`src/rtl/imem_loader.sv`:
```
// Runtime instruction-memory loader: assembles a length-prefixed, XOR-checksummed
// byte stream into 32-bit words, writes them from address 0 and holds the core meanwhile.
module imem_loader #(
  parameter int DEPTH = 79,
  parameter int CNT_W = 16
) (
  input  logic        clk,
  input  logic        rst,
  input  logic        start,
  input  logic        byte_valid,
  input  logic [7:0]  byte_data,
  output logic        byte_ready,
  output logic        wr_en,
  output logic [31:0] wr_addr,
  output logic [31:0] wr_data,
  output logic        cpu_hold,
  output logic        pc_restart,
  output logic        done,
  output logic        error
);

  typedef enum logic [2:0] {
    ST_IDLE   = 3'd0,
    ST_LEN_LO = 3'd1,
    ST_LEN_HI = 3'd2,
    ST_DATA   = 3'd3,
    ST_CHK    = 3'd4,
    ST_DONE   = 3'd5,
    ST_ERR    = 3'd6
  } state_t;

  function automatic logic [7:0] chk_update(input logic [7:0] chk, input logic [7:0] b);
    return chk ^ b;
  endfunction

  state_t             state_r, state_s;
  logic [7:0]         len_lo_r, len_lo_s;
  logic [CNT_W-1:0]   len_r, len_s;
  logic [CNT_W-1:0]   word_idx_r, word_idx_s;
  logic [1:0]         lane_r, lane_s;
  logic [23:0]        word_buf_r, word_buf_s;
  logic [7:0]         chk_r, chk_s;
  logic               byte_ready_r, byte_ready_s;
  logic               wr_en_r, wr_en_s;
  logic [31:0]        wr_addr_r, wr_addr_s;
  logic [31:0]        wr_data_r, wr_data_s;
  logic               cpu_hold_r, cpu_hold_s;
  logic               pc_restart_r, pc_restart_s;
  logic               done_r, done_s;
  logic               error_r, error_s;
  logic               accept_s;
  logic [CNT_W-1:0]   n_s;

  // Next-state and next-output logic; strobes default low, everything else holds.
  always_comb begin
    state_s      = state_r;
    len_lo_s     = len_lo_r;
    len_s        = len_r;
    word_idx_s   = word_idx_r;
    lane_s       = lane_r;
    word_buf_s   = word_buf_r;
    chk_s        = chk_r;
    wr_en_s      = 1'b0;
    wr_addr_s    = wr_addr_r;
    wr_data_s    = wr_data_r;
    cpu_hold_s   = cpu_hold_r;
    pc_restart_s = 1'b0;
    done_s       = done_r;
    error_s      = error_r;
    accept_s     = byte_valid && byte_ready_r;
    n_s          = CNT_W'({byte_data, len_lo_r});

    case (state_r)
      ST_IDLE, ST_DONE, ST_ERR: begin
        if (start) begin
          state_s    = ST_LEN_LO;
          cpu_hold_s = 1'b1;
          done_s     = 1'b0;
          error_s    = 1'b0;
          chk_s      = 8'h00;
          word_idx_s = '0;
          lane_s     = 2'd0;
        end else begin
          state_s    = state_r;
        end
      end
      ST_LEN_LO: begin
        if (accept_s) begin
          len_lo_s = byte_data;
          state_s  = ST_LEN_HI;
        end else begin
          state_s  = state_r;
        end
      end
      ST_LEN_HI: begin
        if (accept_s) begin
          len_s = n_s;
          if (n_s > CNT_W'(DEPTH)) begin
            state_s = ST_ERR;
            error_s = 1'b1;
          end else if (n_s == '0) begin
            state_s = ST_CHK;
          end else begin
            state_s = ST_DATA;
          end
        end else begin
          state_s = state_r;
        end
      end
      ST_DATA: begin
        if (accept_s) begin
          chk_s = chk_update(chk_r, byte_data);
          case (lane_r)
            2'd0:    word_buf_s[7:0]   = byte_data;
            2'd1:    word_buf_s[15:8]  = byte_data;
            2'd2:    word_buf_s[23:16] = byte_data;
            default: word_buf_s        = word_buf_r;
          endcase
          // The fourth byte completes the word: write it straight from the buffer.
          if (lane_r == 2'd3) begin
            wr_en_s    = 1'b1;
            wr_data_s  = {byte_data, word_buf_r};
            wr_addr_s  = 32'(word_idx_r) << 2;
            word_idx_s = word_idx_r + CNT_W'(1);
            lane_s     = 2'd0;
            if (word_idx_r + CNT_W'(1) == len_r) begin
              state_s = ST_CHK;
            end else begin
              state_s = state_r;
            end
          end else begin
            lane_s = lane_r + 2'd1;
          end
        end else begin
          state_s = state_r;
        end
      end
      ST_CHK: begin
        if (accept_s) begin
          if (byte_data == chk_r) begin
            state_s      = ST_DONE;
            pc_restart_s = 1'b1;
            cpu_hold_s   = 1'b0;
            done_s       = 1'b1;
          end else begin
            state_s      = ST_ERR;
            error_s      = 1'b1;
          end
        end else begin
          state_s = state_r;
        end
      end
      default: begin
        state_s = ST_IDLE;
      end
    endcase

    byte_ready_s = (state_s == ST_LEN_LO) || (state_s == ST_LEN_HI) ||
                   (state_s == ST_DATA)   || (state_s == ST_CHK);
  end

  // State and registered outputs.
  always_ff @(posedge clk or posedge rst) begin
    if (rst) begin
      state_r      <= ST_IDLE;
      len_lo_r     <= 8'h00;
      len_r        <= '0;
      word_idx_r   <= '0;
      lane_r       <= 2'd0;
      word_buf_r   <= 24'h000000;
      chk_r        <= 8'h00;
      byte_ready_r <= 1'b0;
      wr_en_r      <= 1'b0;
      wr_addr_r    <= 32'h00000000;
      wr_data_r    <= 32'h00000000;
      cpu_hold_r   <= 1'b0;
      pc_restart_r <= 1'b0;
      done_r       <= 1'b0;
      error_r      <= 1'b0;
    end else begin
      state_r      <= state_s;
      len_lo_r     <= len_lo_s;
      len_r        <= len_s;
      word_idx_r   <= word_idx_s;
      lane_r       <= lane_s;
      word_buf_r   <= word_buf_s;
      chk_r        <= chk_s;
      byte_ready_r <= byte_ready_s;
      wr_en_r      <= wr_en_s;
      wr_addr_r    <= wr_addr_s;
      wr_data_r    <= wr_data_s;
      cpu_hold_r   <= cpu_hold_s;
      pc_restart_r <= pc_restart_s;
      done_r       <= done_s;
      error_r      <= error_s;
    end
  end

  assign byte_ready = byte_ready_r;
  assign wr_en      = wr_en_r;
  assign wr_addr    = wr_addr_r;
  assign wr_data    = wr_data_r;
  assign cpu_hold   = cpu_hold_r;
  assign pc_restart = pc_restart_r;
  assign done       = done_r;
  assign error      = error_r;

endmodule
```
`config.mk`:
```
export PLATFORM = sky130hd
export DESIGN_NAME = imem_loader
export DESIGN_NICKNAME = d
export VERILOG_FILES = /design/src/rtl/imem_loader.sv
export SDC_FILE = /design/constraint.sdc
export NUM_CORES = 1
export LEC_CHECK = 0
export ABC_AREA = 1
export CAP_MARGIN = 10
export CORE_AREA = 4 4 153 111
export DETAILED_ROUTE_END_ITERATION = 10
export DIE_AREA = 0 0 157 115
export GPL_TIMING_DRIVEN = 0
export SYNTH_ARGS = -nofsm -noshare
export SYNTH_HDL_FRONTEND = slang
export SYNTH_SLANG_ARGS = --single-unit
```
`constraint.sdc`:
```
create_clock -name clk -period 8.4 [get_ports clk]
set_input_delay 2.1 -clock clk [delete_from_list [all_inputs] [get_ports clk]]
set_output_delay 2.1 -clock clk [all_outputs]
set_load 0.005 [all_outputs]
```
### Word level (Yosys, flattened, before mapping)

Cells that the tools add are included.

* add/subtract/negate cells: 2
* $lt $le $gt $ge: 1
* equal/unequal tests: 23
* mux-type cells: 41
* bitwise operators: 1
* reductions and logical operators: 21

Operators with widths (number)
* $mux 16: 3
* $pmux 16 s2: 1
* $mux 3: 9
* $add 16x1->16 const B: 1
* $eq 16x16->1: 1
* $gt 16x7->1 const B: 1
* $logic_not 16->1: 1
* $mux 1: 16
* $mux 8: 2
* $ne 2x2->1 const B: 8
* $pmux 8 s2: 1
* $pmux 3 s5: 1
* $reduce_and 3->1: 5
* $eq 3x2->1 const B: 4
* $eq 3x3->1 const B: 4
* $eq 8x8->1: 1
* $mux 2: 4
* $reduce_and 4->1: 2
* $xor 8x8->8: 1
* $eq 3x1->1 const B: 2
* $reduce_and 6->1: 1
* $eq 2x2->1 const B: 2
* $pmux 1 s2: 2
* $pmux 2 s2: 1
* 11 further kinds: 15

* register bits: 131
* bits of input ports: 12
* output and inout port bits: 70
* word-level logic and storage cells: 106

### Longest topological paths before layout

Gate-level depths: netlist of run 1.

* word-level depth: 10
* mapped depth: 17
* depth with buffers taken out: 17

### Worst setup path after synthesis of run 1

OpenSTA, ideal clock, no wires.

* path type: input to register
* start point: in byte_data[3]
* end point: reg byte_ready_r (netlist: byte_ready)
* setup time: 0.117 ns
* data arrival time: 3.268 ns
* required time: 8.283 ns
* setup slack: 5.015 ns
* cell stages on the path: 11
* path buffers: 0
* cell sequence: inv_1 -> nand4_1 -> or2_2 -> nor3_1 -> nand2_1 -> o21ai_0 -> nor2_1 -> nand3_1 -> inv_1 -> nor2_1 -> nor2_1

* word-level cells in the longest chain between the ends: 9
* elaborated cells on any way between the ends: 16
* those cells by class: order compare (1); eq/ne (5); mux (6); reduce/logical (4)

RTL lines
* from (decl): line 11 `input logic [7:0] byte_data,`
* parallel branches: the longest is 4 deep, another holds $gt 16x7->1
* $pmux 3 s5 *: line 73 `case (state_r)`
* $eq 3x1->1 / $eq 3x2->1 (equally long branches): line 158 `byte_ready_s = (state_s == ST_LEN_LO) || (state_s == ST_LEN_HI) ||`
* $logic_or 1x1->1 (2 in series): line 158
* $logic_or 1x1->1 *: line 159 `(state_s == ST_DATA) || (state_s == ST_CHK);`
* named net byte_ready_s: line 43 `logic byte_ready_r, byte_ready_s;`
* to (signal assigned): line 188 `byte_ready_r <= byte_ready_s;`
* to (decl): line 43

Mark *: on every way through the listed nets, which the timed path passes.
A chain may end at the register's enable or synchronous reset.

### Worst setup path after layout of run 1

* start point: in byte_valid
* end point: reg word_idx_r[11]

* word-level cells in the longest chain between the ends: 3

RTL lines
* from (decl): line 10 `input logic byte_valid,`
* $logic_and 1x1->1: line 70 `accept_s = byte_valid && byte_ready_r;`
* $ne 2x2->1 (no line)
* $reduce_and 4->1 (no line)
* to (signal assigned): line 184 `word_idx_r <= word_idx_s;`
* to (decl): line 39 `logic [CNT_W-1:0] word_idx_r, word_idx_s;`

No other way between the ends.

==> results of run 1 <==
-- sequential cells by signal, indices dropped and copies added (netlist names), 2 cells and up --
register,flops
chk_r,8
lane_r,2
len_lo_r,8
len_r,16
state_r,3
word_buf_r,24
word_idx_r,16
wr_addr,16
wr_data,32
-- final cells by class --
type / instances / area (µm²) / share of cell area (%)
Buffer: 37 / 205 / 2.67
Clock buffer: 17 / 425 / 5.53
Clock inverter: 15 / 170 / 2.21
Inverter: 67 / 256 / 3.33
Multi-Input combinational cell: 519 / 2430 / 31.6
Sequential cell: 131 / 3280 / 42.6
Tap cell: 200 / 250 / 3.25
Timing Repair Buffer: 66 / 678 / 8.81
-- cells in the final DEF, fill, tap and decap left out, types with 5 or more instances in the layout --
master,instances
inv_6,7
o22ai_1,7
dfrtp_1,131
clkbuf_16,17
buf_4,17
nand3b_1,6
clkdlybuf4s50_1,65
o21ai_0,83
nand4_1,13
nand3_1,40
conb_1,16
nand2_1,262
o31ai_1,5
inv_1,62
a21oi_1,9
clkbuf_1,18
nor2_1,30
ha_1,5
nor3_1,9
-- cells by family after synthesis --
kind of cell    count (synthesis)  synth area share [%]
other cells                     1                0.0614
fa+ha+maj                       5                  1.02
buf+inv                       104                  7.48
compound gates                112                  9.89
xor+xnor                        8                  1.15
mux                             2                 0.369
flops                         131                  53.7
simple gates                  376                  26.4
-- worst paths after layout --
path,start,to,slack (ns),cells after the start
setup / recovery,byte_valid,word_idx_r[11]$_DFFE_PP0P_,4.26,8
hold / removal,wr_data[9]$_DFFE_PP0P_,wr_data[9]$_DFFE_PP0P_,0.48,2
setup reg to reg,word_idx_r[0]$_DFFE_PP0P_,byte_ready$_DFF_PP0_,5.95,14
hold reg to reg,wr_data[9]$_DFFE_PP0P_,wr_data[9]$_DFFE_PP0P_,0.48,2
max in group asynchronous,rst,wr_addr[15]$_DFFE_PP0P_,5.56,3
min in group asynchronous,rst,wr_addr[4]$_DFFE_PP0P_,2.04,2
-- worst register-to-register path, cell delays in order, from the launching register on --
cell and delay [ns]:
dfrtp_1 0.43, ha_1 0.28, nand3_1 0.17, nor2_2 0.31, nand2_1 0.13, nand3b_1 0.11, nand2_1 0.06, nor2_1 0.09
nand3_1 0.14, nor2_2 0.14, nand2_1 0.07, nand2_1 0.11, nand3_1 0.11, nor2_1 0.13, nor2_1 0.06
-- where the power goes --
part	internal [mW]	leakage, nW	switching [mW]
combinational	0.198	1.66	0.326
clock	0.445	0.288	0.307
sequential	0.772	1.76	0.0992
total	1.42	3.71	0.732
-- metal layers --
layer	wire (µm)	share of wire, %
met3	947	5.8
met4	274	1.7
met1	8310	51
met2	6850	42
met5	0	0
-- through the flow --
stage	instances	setup slack (ns)	util (%)	instance area [µm²]
floorplan	754	2.80	-	6160
global placement	1019	1.01	46.0	7070
detailed placement	1020	3.83	46.2	7100
CTS	1052	4.22	50.1	7690
global route	1052	4.09	50.1	7690
finish	1052	4.26	50.1	7690
==> impl_metrics.tcl, run 1 <==
set metrics [dict create \
    status "complete, no violations" \
    synth_top_area_share_pct 53.7 \
    min_path_type "reg -> reg" \
    arrival_ns 4.48 \
    start_util_pct 39.8 \
    max_freq_ghz 0.242 \
    cts-root-buf "clkbuf_16" \
    numCtsBuffers 17 \
    hold_viol 0 \
    critPathTopFamily "buffers and inverters" \
    wl_per_cell_um 15.6 \
    place_congestion 0.904 \
    fin_nets 856 \
    syn_area_per_cell_um2 8.27 \
    ant_nets 0 \
    drc_errors 0 \
    ys_seq_area_share_pct 53.7 \
    io_buffer_count 65 \
    yosysUniqueCellTypes 34 \
    coreArea_mm2 0.0154 \
    fin_tns_setup_ns 0 \
    yosys.cell_count.top_type "nand2_1" \
    netlist_area_mm2 0.00611 \
    first_pass_iters 5 \
    cts_max_path_buffers 2 \
    routed_wirelength_um 16400 \
    rsz0062_at_grt "no" \
    cellPowerDensity_mw_per_mm2 279 \
    gr-usage-met1_pct 29.1 \
    drt_iter0_markers 424 \
    yosys-top-cells-area "dfrtp_1 54%, nand2_1 16%, o21ai_0 6.8%, inv_1 3.9%, nand3_1 3.3%" \
    fin_worst_skew_ns 0.00948 \
    hpwl_um 11800 \
    cpMostUsedCell "nand2_1" \
    use_met2_pct 26.7 \
    grt_pass1_vias 5217 \
    min_period_ns 4.14 \
    critPathKind "in -> reg" \
    ys_ff_latch 131 \
    clk_pin_slew_worst_paths_ns 0.06 \
    htreeDepth 4 \
    rows 38 \
    fp.dieH_um 115 \
    worst_pin_slew_ns 0.770 \
    post_cts_buffers 0 \
    finalSetupViolations 0 \
    path_buf_inv 3 \
    clk_latency_ns 0.42 \
    top_usage_layer "met1" \
    vias 5245 \
    antenna_cells 0 \
    worstSetupEndpointType "register" \
    grt_util_met3_pct 3.61 \
    start_kind "input port" \
    synthArstFlopShare_pct 100 \
    finalCritPeriodShare_pct 49.3 \
    die_x_um 157 \
    viasPerCell 4.99 \
    grt_usage_pct 18.9 \
    dieArea_mm2 0.0181 \
    io_pins 82 \
    maxCapViolations 0 \
    gr-total-overflow 0 \
    ir_drop_mv 0.146 \
    path_cells "clkdlybuf4s50_1 -> nand2_1 -> nor2_1 -> nand2_1 -> clkinv_1 -> clkbuf_1 -> nand3_1 -> o21ai_0" \
    synthFlopType "dfrtp_1" \
    hold_slack_ns 0.477 \
    slowest_delay_ns 0.52 \
    crit_required_ns 8.74 \
    area_growth_pct 26.0 \
    cts.repair.resized 0 \
    antenna_found_initial 0 \
    yosys-top-cells-count "262 x nand2_1, 131 x dfrtp_1, 83 x o21ai_0" \
    cpMaxStageDelayCell "clkbuf_1" \
    slew_headroom_pct 48.6 \
    grt_max_degree 97 \
    slew_viol_final 0 \
    holdBufCountCts 0 \
    finalPower_mw 2.15 \
    ys_warn_count 0 \
    nFillCells 1477 \
    synth_top_area_cell "dfrtp_1" \
    cts_sinks 131 \
    drive_above_1_share_pct 9.04 \
    leakage_nw 3.71 \
    tritoncts "built" \
    synth-edff-count 0 \
    postSynthCellCount 739 \
    grt_pass1_wl_um 26800 \
    cp_max_fo 10 \
]
Power figures use the tool's default switching activity.
==> run 2: changes to the inputs <==
Clock period 8.4 ns to 3.6 ns, I/O delays scaled along.
==> impl_metrics.tcl, run 2 (same netlist as run 1, synthesis figures left out) <==
set metrics [dict create \
    reg2reg_from "byte_ready$_DFF_PP0_" \
    cts_max_path_buffers 2 \
    gr-total-overflow 0 \
    reg2reg_to "wr_data[3]$_DFFE_PP0P_" \
    largest_reg_flops 32 \
    slew_headroom_pct 40.6 \
    ant_nets 0 \
    ir_drop_mv 0.324 \
    viasPerCell 4.97 \
    grt_max_degree 41 \
    finalSetupViolations 0 \
    min_path_type "reg -> reg" \
    clk_latency_ns 0.43 \
    hpwl_um 12000 \
    antenna_cells 0 \
    htreeDepth 4 \
    fin_util_pct 50.5 \
    arrival_ns 3.38 \
    first_pass_iters 5 \
    top_layer "met4" \
    final_cell_mix "262 x nand2_1, 131 x dfrtp_1, 83 x o21ai_0, 65 x clkdlybuf4s50_1, 62 x inv_1" \
    holdPathStages 2 \
    die_x_um 157 \
    fin_nets 858 \
    wl_per_cell_um 15.4 \
    startpoint "byte_valid" \
    route.met3.wl_um 874 \
    worstSetupEndpointType "register" \
    cp_max_fo 10 \
    reg2reg_slack_ns 1.18 \
    coreArea_mm2 0.0154 \
    reg2reg_depth 7 \
    vias 5237 \
    area_growth_pct 26.9 \
    leakage_nw 3.74 \
    rsz0062_at_grt "no" \
    antenna_found_initial 0 \
    status "complete, no violations" \
    critPathCapture "wr_data[21]$_DFFE_PP0P_" \
    wl_met2_um 6770 \
    maxCapViolations 0 \
    final_common_cell "nand2_1" \
    crit_required_ns 3.96 \
    wl_met1_um 8340 \
    routed_wirelength_um 16200 \
    tritoncts "built" \
    io_pins 82 \
    cts_sinks 131 \
    fin_worst_skew_ns 0.00968 \
    drc_errors 0 \
    start_kind "input port" \
    dp.cells 1022 \
    multi_input_area_mm2 0.00243 \
    final_cell_count_no_fill 1054 \
    max_freq_ghz 0.331 \
    cts-root-buf "clkbuf_16" \
    cts.repair.resized 0 \
    dieArea_mm2 0.0181 \
    ff_latch_area_mm2 0.00328 \
    start_util_pct 39.8 \
    drt_iter0_markers 360 \
    clk_pin_slew_worst_paths_ns 0.06 \
    nFillCells 1471 \
    grt_usage_pct 18.9 \
    place_congestion 0.876 \
    worst_pin_slew_ns 0.889 \
    holdBufCountCts 0 \
    io_buffer_count 65 \
    post_cts_buffers 0 \
    grt_pass1_vias 5020 \
    fp.dieH_um 115 \
    finalCritPeriodShare_pct 83.8 \
    slew_viol_final 0 \
    grt_pass1_wl_um 26200 \
    hold_viol 0 \
    cellPowerDensity_mw_per_mm2 652 \
    min_period_ns 3.02 \
    numCtsBuffers 17 \
    drive_above_1_share_pct 9.02 \
    critPathKind "in -> reg" \
    dp_worst_setup_slack_ns 0.153 \
    rows 38 \
    setup_ws_ns 0.582 \
]
==> run 2: cell types whose count changed in the layout (fill, tap and decap cells not counted), sizes merged <==
cell    change
buf         +2
bufinv      +1
clkbuf      +5
clkinv      +2
inv         -8
==> run 2: final cells by class <==
class | instances | area share [%]
clock inverters | 10 | 1.94
plain buffers | 37 | 2.65
inverters | 67 | 3.29
well taps | 200 | 3.23
flip-flops and latches | 131 | 42.3
multi-input cells | 519 | 31.3
clock buffers | 22 | 6.12
repair buffers | 68 | 9.17
==> run 2: how the worst min path moves through the flow <==
| stage | slack [ns] | to | startpoint |
|---|---|---|---|
| floorplan | 0.44 | wr_data[0]$_DFFE_PP0P_ | word_buf_r[0]$_DFFE_PP0P_ |
| global placement | 0.45 | wr_data[13]$_DFFE_PP0P_ | word_buf_r[13]$_DFFE_PP0P_ |
| detailed placement | 0.45 | wr_data[3]$_DFFE_PP0P_ | word_buf_r[3]$_DFFE_PP0P_ |
| CTS | 0.47 | wr_data[3]$_DFFE_PP0P_ | word_buf_r[3]$_DFFE_PP0P_ |
| global route | 0.48 | wr_data[3]$_DFFE_PP0P_ | word_buf_r[3]$_DFFE_PP0P_ |
| finish | 0.47 | wr_data[3]$_DFFE_PP0P_ | word_buf_r[3]$_DFFE_PP0P_ |
==> run 2: layer usage <==
layer  vias up  track usage, %
met2       142            26.1
met3        27            5.08
li1       2553               -
met4         0            5.38
met5         -               0
met1      2515            28.9
==> run 2: power breakdown <==
group	switching [mW]	total [mW]	internal [mW]
Combinational	0.750	1.22	0.466
Clock	0.654	1.80	1.15
Sequential	0.229	2.03	1.80
==> run 2: critical path: stages <==
cell and delay, ns:
clkdlybuf4s50_1 0.46, nand2_1 0.24, nor2_1 0.36, nand2_1 0.33, clkinv_1 0.30, clkbuf_1 0.51
nand2_1 0.18, nand2_1 0.10
==> run 2: per-stage QoR <==
stage	hold WS [ns]	instance area, µm²	setup TNS (ns)	total power [mW]
final	0.472	7750	0	5.05
after floorplan	0.442	6170	0	2.85
after detailed placement	0.454	7130	0	3.26
after global routing	0.482	7750	0	5.37
after global placement	0.453	7070	-7.85	3.22
after CTS	0.469	7750	0	5.09
==> run 3: changes to the inputs <==
Clock period 3.6 ns to 3.14 ns, I/O delays scaled along.
==> results of run 3 <==
Same layout as run 2 (identical final DEF). Status: complete, no violations.
Among the figures that moved: setup slack after placement 0.153 ns -> -0.192 ns; setup slack after layout 0.582 ns -> 0.237 ns; register-to-register setup slack 1.18 ns -> 0.72 ns; total power 5.05 mW -> 5.79 mW; worst IR drop on VDD 0.324 mV -> 0.371 mV
